===== config.mk =====
export PLATFORM = sky130hd
export DESIGN_NAME = ram_port_arbiter_flat
export DESIGN_NICKNAME = d
export VERILOG_FILES = /design/src/rtl/ram_port_arbiter_if.sv /design/src/rtl/ram_port_arbiter.sv /design/src/flat_wrapper.sv
export SDC_FILE = /design/constraint.sdc
export NUM_CORES = 1
export LEC_CHECK = 0
export CAP_MARGIN = 20
export CORE_AREA = 2 2 159 161
export CTS_CLUSTER_SIZE = 28
export DETAILED_ROUTE_END_ITERATION = 16
export DIE_AREA = 0 0 161 163
export HOLD_SLACK_MARGIN = 0.02
export PLACE_DENSITY_LB_ADDON = 0.05
export SETUP_SLACK_MARGIN = 0.1
export SLEW_MARGIN = 20
export SYNTH_ARGS = -nofsm -noshare
export SYNTH_HDL_FRONTEND = slang
export SYNTH_SLANG_ARGS = --single-unit

===== constraint.sdc =====
create_clock -name clk_in -period 3.9 [get_ports clk_in]
set_input_delay 0.78 -clock clk_in [delete_from_list [all_inputs] [get_ports clk_in]]
set_output_delay 0.78 -clock clk_in [all_outputs]
set_load 0.02 [all_outputs]

===== src/rtl/ram_port_arbiter_if.sv =====
// Request, grant, return and RAM-control signals of the scratch RAM port arbiter.
// The slave modport is the arbiter's view. The master modport is the environment's view
// (DMA requesters plus the RAM wrapper).
interface ram_port_arbiter_if #(
    parameter int W_ADDR = 12,
    parameter int W_DATA = 64
);
    logic              wr_req0, wr_req1;
    logic [W_ADDR-1:0] wr_addr0, wr_addr1;
    logic [W_DATA-1:0] wr_data0, wr_data1;
    logic              wr_gnt0, wr_gnt1;
    logic              rd_req0, rd_req1;
    logic [W_ADDR-1:0] rd_addr0, rd_addr1;
    logic              rd_gnt0, rd_gnt1;
    logic              rd_valid0, rd_valid1;
    logic [W_DATA-1:0] rd_data;
    logic [W_ADDR-1:0] address_a;
    logic [W_DATA-1:0] data_a;
    logic              wren_a;
    logic [W_ADDR-1:0] address_b;
    logic              rden_b;
    logic [W_DATA-1:0] q_b;

    modport slave (
        input  wr_req0, wr_req1, wr_addr0, wr_addr1, wr_data0, wr_data1,
        input  rd_req0, rd_req1, rd_addr0, rd_addr1, q_b,
        output wr_gnt0, wr_gnt1, rd_gnt0, rd_gnt1, rd_valid0, rd_valid1, rd_data,
        output address_a, data_a, wren_a, address_b, rden_b
    );

    modport master (
        output wr_req0, wr_req1, wr_addr0, wr_addr1, wr_data0, wr_data1,
        output rd_req0, rd_req1, rd_addr0, rd_addr1, q_b,
        input  wr_gnt0, wr_gnt1, rd_gnt0, rd_gnt1, rd_valid0, rd_valid1, rd_data,
        input  address_a, data_a, wren_a, address_b, rden_b
    );
endinterface


===== src/rtl/ram_port_arbiter.sv =====
// Round-robin arbiter for the DMA scratch RAM: two writers share port A, two readers share port B.
// Grants are combinational in T. RAM controls are registered for T+1. Read data returns at T+1+RD_LATENCY.
// Reads that hit the same-cycle or previous-cycle write address are stalled. There is no backpressure on return.
module ram_port_arbiter #(
    parameter int W_ADDR     = 12,
    parameter int W_DATA     = 64,
    parameter int RD_LATENCY = 2
) (
    input  logic              clk_in,
    input  logic              reset_n,
    ram_port_arbiter_if.slave bus
);

    // Write side
    logic              wr_gnt0_c, wr_gnt1_c, wr_any;
    logic [W_ADDR-1:0] wr_gaddr;
    logic [W_DATA-1:0] wr_gdata;

    // Read side
    logic              rd_hit0, rd_hit1, rd_elig0, rd_elig1;
    logic              rd_gnt0_c, rd_gnt1_c, rd_any;
    logic [W_ADDR-1:0] rd_gaddr;

    // State
    logic [W_ADDR-1:0] address_a_q, address_a_d;
    logic [W_DATA-1:0] data_a_q, data_a_d;
    logic              wren_a_q, wren_a_d;
    logic [W_ADDR-1:0] address_b_q, address_b_d;
    logic              rden_b_q, rden_b_d;
    logic              wr_last_q, wr_last_d;
    logic              rd_last_q, rd_last_d;
    logic [RD_LATENCY-1:0] tag_vld_q, tag_vld_d;
    logic [RD_LATENCY-1:0] tag_id_q, tag_id_d;

    // Write arbitration: a sole requester wins; on contention the one not served last wins.
    always_comb begin
        wr_gnt0_c = 1'b0;
        wr_gnt1_c = 1'b0;
        if (reset_n) begin
            if (bus.wr_req0 && (!bus.wr_req1 || wr_last_q)) begin
                wr_gnt0_c = 1'b1;
            end else if (bus.wr_req1) begin
                wr_gnt1_c = 1'b1;
            end
        end
    end

    assign wr_any   = wr_gnt0_c | wr_gnt1_c;
    assign wr_gaddr = wr_gnt1_c ? bus.wr_addr1 : bus.wr_addr0;
    assign wr_gdata = wr_gnt1_c ? bus.wr_data1 : bus.wr_data0;

    // A read is held off while its address matches the write granted now or the write on port A this cycle.
    // Until that write has committed, the RAM would return stale data for that address.
    assign rd_hit0  = (wr_any && (bus.rd_addr0 == wr_gaddr)) || (wren_a_q && (bus.rd_addr0 == address_a_q));
    assign rd_hit1  = (wr_any && (bus.rd_addr1 == wr_gaddr)) || (wren_a_q && (bus.rd_addr1 == address_a_q));
    assign rd_elig0 = bus.rd_req0 && !rd_hit0;
    assign rd_elig1 = bus.rd_req1 && !rd_hit1;

    // Read arbitration among non-colliding requesters, with its own round-robin pointer.
    always_comb begin
        rd_gnt0_c = 1'b0;
        rd_gnt1_c = 1'b0;
        if (reset_n) begin
            if (rd_elig0 && (!rd_elig1 || rd_last_q)) begin
                rd_gnt0_c = 1'b1;
            end else if (rd_elig1) begin
                rd_gnt1_c = 1'b1;
            end
        end
    end

    assign rd_any   = rd_gnt0_c | rd_gnt1_c;
    assign rd_gaddr = rd_gnt1_c ? bus.rd_addr1 : bus.rd_addr0;

    // Next-state for the RAM controls and pointers.
    // A pointer moves only when something is granted, so a stalled reader keeps its turn.
    always_comb begin
        address_a_d = wr_any ? wr_gaddr : address_a_q;
        data_a_d    = wr_any ? wr_gdata : data_a_q;
        wren_a_d    = wr_any;
        wr_last_d   = wr_any ? wr_gnt1_c : wr_last_q;
        address_b_d = rd_any ? rd_gaddr : address_b_q;
        rden_b_d    = rd_any;
        rd_last_d   = rd_any ? rd_gnt1_c : rd_last_q;
    end

    // Return tag pipeline, loaded as rden_b goes to the RAM.
    // While rden_b_q is high, rd_last_q is the id of that read.
    always_comb begin
        tag_vld_d    = '0;
        tag_id_d     = '0;
        tag_vld_d[0] = rden_b_q;
        tag_id_d[0]  = rd_last_q;
        for (int i = 1; i < RD_LATENCY; i++) begin
            tag_vld_d[i] = tag_vld_q[i-1];
            tag_id_d[i]  = tag_id_q[i-1];
        end
    end

    // State registers. Reset discards in-flight reads and gives requester 0 first priority.
    always_ff @(posedge clk_in or negedge reset_n) begin
        if (!reset_n) begin
            address_a_q <= '0;
            data_a_q    <= '0;
            wren_a_q    <= 1'b0;
            address_b_q <= '0;
            rden_b_q    <= 1'b0;
            wr_last_q   <= 1'b1;
            rd_last_q   <= 1'b1;
            tag_vld_q   <= '0;
            tag_id_q    <= '0;
        end else begin
            address_a_q <= address_a_d;
            data_a_q    <= data_a_d;
            wren_a_q    <= wren_a_d;
            address_b_q <= address_b_d;
            rden_b_q    <= rden_b_d;
            wr_last_q   <= wr_last_d;
            rd_last_q   <= rd_last_d;
            tag_vld_q   <= tag_vld_d;
            tag_id_q    <= tag_id_d;
        end
    end

    assign bus.wr_gnt0   = wr_gnt0_c;
    assign bus.wr_gnt1   = wr_gnt1_c;
    assign bus.rd_gnt0   = rd_gnt0_c;
    assign bus.rd_gnt1   = rd_gnt1_c;
    assign bus.address_a = address_a_q;
    assign bus.data_a    = data_a_q;
    assign bus.wren_a    = wren_a_q;
    assign bus.address_b = address_b_q;
    assign bus.rden_b    = rden_b_q;
    assign bus.rd_valid0 = tag_vld_q[RD_LATENCY-1] & ~tag_id_q[RD_LATENCY-1];
    assign bus.rd_valid1 = tag_vld_q[RD_LATENCY-1] &  tag_id_q[RD_LATENCY-1];
    assign bus.rd_data   = bus.q_b;

endmodule


===== src/flat_wrapper.sv =====
// flat-port wrapper written by rule: the top's interface ports become plain ports
module ram_port_arbiter_flat 
#(
    parameter int W_ADDR     = 12,
    parameter int W_DATA     = 64,
    parameter int RD_LATENCY = 2
)
  (clk_in, reset_n, bus_wr_req0, bus_wr_req1, bus_wr_addr0, bus_wr_addr1, bus_wr_data0, bus_wr_data1, bus_rd_req0, bus_rd_req1, bus_rd_addr0, bus_rd_addr1, bus_q_b, bus_wr_gnt0, bus_wr_gnt1, bus_rd_gnt0, bus_rd_gnt1, bus_rd_valid0, bus_rd_valid1, bus_rd_data, bus_address_a, bus_data_a, bus_wren_a, bus_address_b, bus_rden_b);
  ram_port_arbiter_if #(.W_ADDR(W_ADDR), .W_DATA(W_DATA)) bus_i ();
  input  logic clk_in;
  input  logic reset_n;
  input wire logic [$bits(bus_i.wr_req0)-1:0] bus_wr_req0;
  input wire logic [$bits(bus_i.wr_req1)-1:0] bus_wr_req1;
  input wire logic [$bits(bus_i.wr_addr0)-1:0] bus_wr_addr0;
  input wire logic [$bits(bus_i.wr_addr1)-1:0] bus_wr_addr1;
  input wire logic [$bits(bus_i.wr_data0)-1:0] bus_wr_data0;
  input wire logic [$bits(bus_i.wr_data1)-1:0] bus_wr_data1;
  input wire logic [$bits(bus_i.rd_req0)-1:0] bus_rd_req0;
  input wire logic [$bits(bus_i.rd_req1)-1:0] bus_rd_req1;
  input wire logic [$bits(bus_i.rd_addr0)-1:0] bus_rd_addr0;
  input wire logic [$bits(bus_i.rd_addr1)-1:0] bus_rd_addr1;
  input wire logic [$bits(bus_i.q_b)-1:0] bus_q_b;
  output wire logic [$bits(bus_i.wr_gnt0)-1:0] bus_wr_gnt0;
  output wire logic [$bits(bus_i.wr_gnt1)-1:0] bus_wr_gnt1;
  output wire logic [$bits(bus_i.rd_gnt0)-1:0] bus_rd_gnt0;
  output wire logic [$bits(bus_i.rd_gnt1)-1:0] bus_rd_gnt1;
  output wire logic [$bits(bus_i.rd_valid0)-1:0] bus_rd_valid0;
  output wire logic [$bits(bus_i.rd_valid1)-1:0] bus_rd_valid1;
  output wire logic [$bits(bus_i.rd_data)-1:0] bus_rd_data;
  output wire logic [$bits(bus_i.address_a)-1:0] bus_address_a;
  output wire logic [$bits(bus_i.data_a)-1:0] bus_data_a;
  output wire logic [$bits(bus_i.wren_a)-1:0] bus_wren_a;
  output wire logic [$bits(bus_i.address_b)-1:0] bus_address_b;
  output wire logic [$bits(bus_i.rden_b)-1:0] bus_rden_b;
  assign bus_i.wr_req0 = bus_wr_req0;
  assign bus_i.wr_req1 = bus_wr_req1;
  assign bus_i.wr_addr0 = bus_wr_addr0;
  assign bus_i.wr_addr1 = bus_wr_addr1;
  assign bus_i.wr_data0 = bus_wr_data0;
  assign bus_i.wr_data1 = bus_wr_data1;
  assign bus_i.rd_req0 = bus_rd_req0;
  assign bus_i.rd_req1 = bus_rd_req1;
  assign bus_i.rd_addr0 = bus_rd_addr0;
  assign bus_i.rd_addr1 = bus_rd_addr1;
  assign bus_i.q_b = bus_q_b;
  assign bus_wr_gnt0 = bus_i.wr_gnt0;
  assign bus_wr_gnt1 = bus_i.wr_gnt1;
  assign bus_rd_gnt0 = bus_i.rd_gnt0;
  assign bus_rd_gnt1 = bus_i.rd_gnt1;
  assign bus_rd_valid0 = bus_i.rd_valid0;
  assign bus_rd_valid1 = bus_i.rd_valid1;
  assign bus_rd_data = bus_i.rd_data;
  assign bus_address_a = bus_i.address_a;
  assign bus_data_a = bus_i.data_a;
  assign bus_wren_a = bus_i.wren_a;
  assign bus_address_b = bus_i.address_b;
  assign bus_rden_b = bus_i.rden_b;
  ram_port_arbiter #(.W_ADDR(W_ADDR), .W_DATA(W_DATA), .RD_LATENCY(RD_LATENCY)) u_core (.clk_in(clk_in), .reset_n(reset_n), .bus(bus_i));
endmodule

== Word level (Yosys, flattened, before mapping) ==
Index checks and enable logic that the tools add are counted.

* Bits in latches: 0
* Memory bits (read-only): 0
* Memory bits (writable): 0
* Flip-flop bits (word level): 96
* Output and inout port bits: 160
* Memories: 0
* Word-level logic and storage cells: 47

* Div/mod/pow operators: 0
* Order comparisons: 0
* Multiply operators: 0
* Reductions and logical operators: 16
* Add/subtract/negate cells: 0
* Bitwise gates (word level): 5
* Muxes and demuxes: 13
* Shifts and indexed selects: 0
* Equality and inequality tests: 4

{| class="wikitable"
|+ Operators by type and width
! kind !! count
|-
| 2-to-1 mux 64 bit || 1
|-
| == test 12 bit || 4
|-
| 2-to-1 mux 12 bit || 2
|-
| 2-to-1 mux 1 bit || 10
|-
| logical AND 1 bit || 8
|-
| logical NOT 1 bit || 4
|-
| logical OR 1 bit || 4
|-
| AND 1 bit || 2
|-
| OR 1 bit || 2
|-
| inverter 1 bit || 1
|}

== Longest topological paths before layout ==
* Depth in word-level cells: 17
* Mapped depth: 12
* Mapped depth without buffers: 9

== Worst setup path before layout ==
No wires, ideal clock.

* Path type: in2out
* From: input reset_n
* To: output bus_rd_gnt0
* Stages on the path: 10
* Arrival: 2842 ps
* Path buffers: 3
* Path slack: 278 ps
* Path through: buf_6 > and2_4 > buf_6 > a222oi_1 > a221oi_1 > a211oi_2 > a41oi_2 > a221o_1 > buf_2 > nor2_1

* Cells in the longest elaborated chain, start to end: 12
* Elaborated cells on any way between the ends: 19
* Those cells by class: 2 x eq/ne; 5 x mux; 1 x bitwise; 11 x reduce/logical

{| class="wikitable"
|+ RTL lines
! item !! line !! source
|-
| start: declaration || flat_wrapper.sv:11 || <nowiki>input logic reset_n;</nowiki>
|-
| 2-to-1 mux 1 bit || ram_port_arbiter.sv:39 || <nowiki>if (reset_n) begin</nowiki>
|-
| 2-to-1 mux 12 bit || ram_port_arbiter.sv:49 || <nowiki>assign wr_gaddr = wr_gnt1_c ? bus.wr_addr1 : bus.wr_addr0;</nowiki>
|-
| == test 12 bit || ram_port_arbiter.sv:55 || <nowiki>assign rd_hit1 = (wr_any && (bus.rd_addr1 == wr_gaddr)) || (wren_a_q && (bus.rd_addr1 == address_a_q));</nowiki>
|-
| logical AND 1 bit || ram_port_arbiter.sv:55 ||
|-
| logical OR 1 bit || ram_port_arbiter.sv:55 ||
|-
| logical NOT 1 bit || ram_port_arbiter.sv:57 || <nowiki>assign rd_elig1 = bus.rd_req1 && !rd_hit1;</nowiki>
|-
| logical AND 1 bit || ram_port_arbiter.sv:57 ||
|-
| logical NOT 1 bit || ram_port_arbiter.sv:64 || <nowiki>if (rd_elig0 && (!rd_elig1 || rd_last_q)) begin</nowiki>
|-
| logical OR 1 bit || ram_port_arbiter.sv:64 ||
|-
| logical AND 1 bit || ram_port_arbiter.sv:64 ||
|-
| 2-to-1 mux 1 bit || ram_port_arbiter.sv:64 ||
|-
| 2-to-1 mux 1 bit * || ram_port_arbiter.sv:63 || <nowiki>if (reset_n) begin</nowiki>
|-
| end: declaration || flat_wrapper.sv:25 || <nowiki>output wire logic [$bits(bus_i.rd_gnt0)-1:0] bus_rd_gnt0;</nowiki>
|}

Every way passes the cells marked *; elsewhere a longest branch is shown, timed or not.

== Worst setup path in the final report ==
* From: input bus_wr_addr0[3]
* To: output bus_rd_gnt0

* Cells in the longest elaborated chain, start to end: 11
* Elaborated cells on any way between the ends: 16
* Those cells by class: 2 x eq/ne; 3 x mux; 11 x reduce/logical

{| class="wikitable"
|+ RTL lines
! item !! line !! source
|-
| start: declaration || flat_wrapper.sv:14 || <nowiki>input wire logic [$bits(bus_i.wr_addr0)-1:0] bus_wr_addr0;</nowiki>
|-
| 2-to-1 mux 12 bit * || ram_port_arbiter.sv:49 ||
|-
| == test 12 bit || ram_port_arbiter.sv:55 ||
|-
| logical AND 1 bit || ram_port_arbiter.sv:55 ||
|-
| logical OR 1 bit || ram_port_arbiter.sv:55 ||
|-
| logical NOT 1 bit || ram_port_arbiter.sv:57 ||
|-
| logical AND 1 bit || ram_port_arbiter.sv:57 ||
|-
| logical NOT 1 bit || ram_port_arbiter.sv:64 ||
|-
| logical OR 1 bit || ram_port_arbiter.sv:64 ||
|-
| logical AND 1 bit * || ram_port_arbiter.sv:64 ||
|-
| 2-to-1 mux 1 bit * || ram_port_arbiter.sv:64 ||
|-
| 2-to-1 mux 1 bit * || ram_port_arbiter.sv:63 ||
|}

Marks and branches as above.

==> reports/qor.yml <==
final_layout:
  mostFrequentLayoutCell: "clkdlybuf4s50_1"
  fin_cells: 1316
  nets: 1227
  multi_input_area_um2: 2640
  register_area_um2: 2400
  finalInstanceArea_um2: 9440
  drive_gt1_share_pct: 15.4
  area_growth_pct: 64.8
  num_antenna_cells: 0
  layout_common_cells: "clkdlybuf4s50_1, nand2_1, buf_4, dfrtp_1, nor2_1"
  fill_cells: 2569
synthesis:
  synth_edf_count: 0
  synth_area_leader_cell: "dfrtp_1"
  ys_seq_area_share_pct: 42.0
  synth-xor-area-share_pct: 6.12
  synthesis.area_um2: 5730
  syn_nets: 945
  synth_top_area_share_pct: 41.1
  ys_warn_count: 0
  synth-compound-area-share_pct: 16.5
  ys_seq_elements: 96
  synth_top_family_by_area: "simple AND/OR/NAND/NOR gates"
  yosys.area_share.simple_pct: 21.3
  synthAdderAreaFrac_pct: 0
  synth_cell_types: 48
  ys.flop_type: "dfrtp_1"
  syn_inst: 699
  avgSynthCellArea_um2: 8.19
  synthArstFlopShare_pct: 100
  synth.area.top_cells: "dfrtp_1, nand2_1, buf_4, a31oi_1, nor2_1"
  synth_mux_area_share_pct: 0.349
die:
  die_area_um2: 26200
  die_h_um: 163
  core_um2: 24700
  start_util_pct: 23.2
  die_x_um: 161
  row_count: 58
  ios: 406
sta:
  hold_violations: 0
  max-slew-margin-rel_pct: 36.5
  clock_skew_ps: 11.0
  maxSlewViolCount: 0
  final.period_utilization_pct: 96.4
  max_clock_freq_ghz: 0.266
  worstMarginPinSlew_ps: 953
  fin_crit_ps: 3760
  rsz0062_at_grt: "no"
  setup_violations: 0
status:
  outcome: "completed"
critical_path:
  ff2ff_setup_slack_ps: 810
  crit_required_ps: 3120
  startpoint_type: "primary input"
  cp.arrival_ps: 2980
  r2r-start: "u_core.wr_last_q"
  crit_type: "primary input to output port"
  worstSetupEndpointType: "output port"
  r2r_end: "u_core.bus.address_b[3]"
  path_max_fanout: 3
  rr_worst_depth: 12
global_route:
  grt_remaining_overflow: 0
  antenna_found_initial: 0
  grt_pass1_vias: 6129
  grt_max_degree: 100
  grt.total_usage_pct: 19.1
  grt_first_pass_wirelength_um: 38100
routing:
  drtIter0Drc: 380
  first_pass_iters: 4
  route.detailed.drc: 0
  antenna_left: 0
  vias_per_cell: 4.53
  via_count: 5966
  wl_um: 25800
  routedWlPerCell_um: 19.6
min_path:
  hp-class: "flip-flop to flip-flop"
  whs_path_depth: 0
  worstHoldStart: "u_core.tag_vld_q[0]"
  worstHoldEndpoint: "u_core.tag_vld_q[1]"
cts:
  cts_buffers: 9
  cts_hold_buf: 0
  clock_latency_ps: 360
  root_buffer: "clkbuf_16"
  cts_tree: "built"
  path_clk_slew_ps: 70
  clockBufferDepth: 2
  clock-sinks: 96
  cts_max_level: 3
pwr:
  power_uw: 3480
  leakage_uw: 0.00401
  power_density_nw_per_um2: 369
  peakVddDrop_mv: 0.163
place:
  place_inst: 1294
  post_dp_cell_area_um2: 8960
  io_buffers: 277
  gp_congestion: 0.956
  post-dp-hpwl_um: 20100
flow_run:
  cap_violations: 0
[sequential cells by signal (all words and copies together), names as in the netlist]
signal	cells
u_core.rd_last_q	1
u_core.tag_id_q	2
u_core.bus.rden_b	1
u_core.tag_vld_q	2
u_core.bus.wren_a	1
u_core.wr_last_q	1
u_core.bus.address_a	12
u_core.bus.address_b	12
u_core.bus.data_a	64
[worst max-delay path by stage]
| stage | startpoint | end | slack, ps |
|---|---|---|---|
| 2_1_floorplan | reset_n | bus_rd_gnt0 | 280 |
| 3_3_place_gp | bus_wr_req0 | bus_rd_gnt0 | -720 |
| 3_5_place_dp | bus_wr_req0 | bus_rd_gnt0 | -750 |
| 4_1_cts | bus_rd_addr1[9] | bus_rd_gnt0 | 100 |
| 5_1_grt | reset_n | bus_rd_gnt1 | 60 |
| 6_report | bus_wr_addr0[3] | bus_rd_gnt0 | 140 |
[timing repair]
item / 4_1_cts / 5_1_grt
pin swaps: 12 / 16
setup endpoints to repair: 3 / 2
resized for setup: 44 / 29
buffers inserted: 4 / 2
gates cloned: 0 / 0
endpoints found under the hold margin: 0 / 0
[worst max-delay path, cell delays in order]
cell	delay, ps
dlygate4sd2_1	270
a222oi_1	510
buf_4	210
a221oi_2	60
a211oi_4	290
a41oi_2	170
a221o_1	360
buf_6	140
nor2_4	70
buf_6	120
[Yosys cell counts, types with 2 or more instances]
| master | instances |
|---|---|
| nand2_1 | 147 |
| dfrtp_1 | 94 |
| nor2_1 | 81 |
| a31oi_1 | 72 |
| buf_4 | 64 |
| inv_1 | 32 |
| xor2_1 | 27 |
| clkbuf_1 | 22 |
| nor3_1 | 15 |
| o21ai_0 | 15 |
| xnor2_1 | 13 |
| nor3b_1 | 12 |
| buf_1 | 11 |
| nand3_1 | 8 |
| a211oi_1 | 7 |
| a211oi_2 | 7 |
| a21oi_1 | 7 |
| and2_1 | 7 |
| nor4_1 | 5 |
| buf_2 | 4 |
| o2111ai_1 | 4 |
| o22ai_1 | 4 |
| a221oi_1 | 3 |
| a222oi_1 | 3 |
| buf_6 | 3 |
| nand4_1 | 3 |
| nor2b_1 | 3 |
| dfstp_2 | 2 |
| inv_2 | 2 |
| mux2i_1 | 2 |
| nand2b_1 | 2 |
| o21ai_1 | 2 |
[logic make-up after synthesis]
group	after synthesis
XOR/XNOR	40
AND/OR/NAND/NOR	287
buffers and inverters	138
multiplexers	2
flip-flops	96
AO/OA/AOI/OAI	136
[layout make-up]
class	count	share of cell area [%]
timing repair buffer	375	37.3
multi-input combinational	465	28.0
sequential	96	25.5
tap	330	4.37
clock buffer	10	2.53
inverter	34	1.41
clock inverter	6	0.915
[power breakdown]
group | switching, uW | leakage, uW | total [uW] | internal, uW
Sequential | 104 | 0.00108 | 1240 | 1140
Clock | 467 | 0.000160 | 1000 | 535
Combinational | 618 | 0.00277 | 1240 | 620
[metrics by stage]
step / hold WS (ps) / setup TNS [ps] / worst slack, ps / util [%]
2_1_floorplan: 331 / 0 / 278 / -
3_3_place_gp: 333 / -1380 / -721 / 36.3
3_5_place_dp: 336 / -1470 / -750 / 36.3
4_1_cts: 353 / 0 / 103 / 37.9
5_1_grt: 363 / 0 / 63.4 / 38.3
6_report: 350 / 0 / 141 / 38.3
[per-layer routing]
layer | global-route usage (%) | share of wire [%] | up-vias
met4 | 7.71 | 3.1 | 0
li1 | - | - | 2864
met3 | 3.57 | 5.4 | 78
met1 | 24.6 | 44 | 2824
met2 | 31.8 | 48 | 200
met5 | 0 | 0 | -
Note: power is estimated with default switching activity, not from simulation.
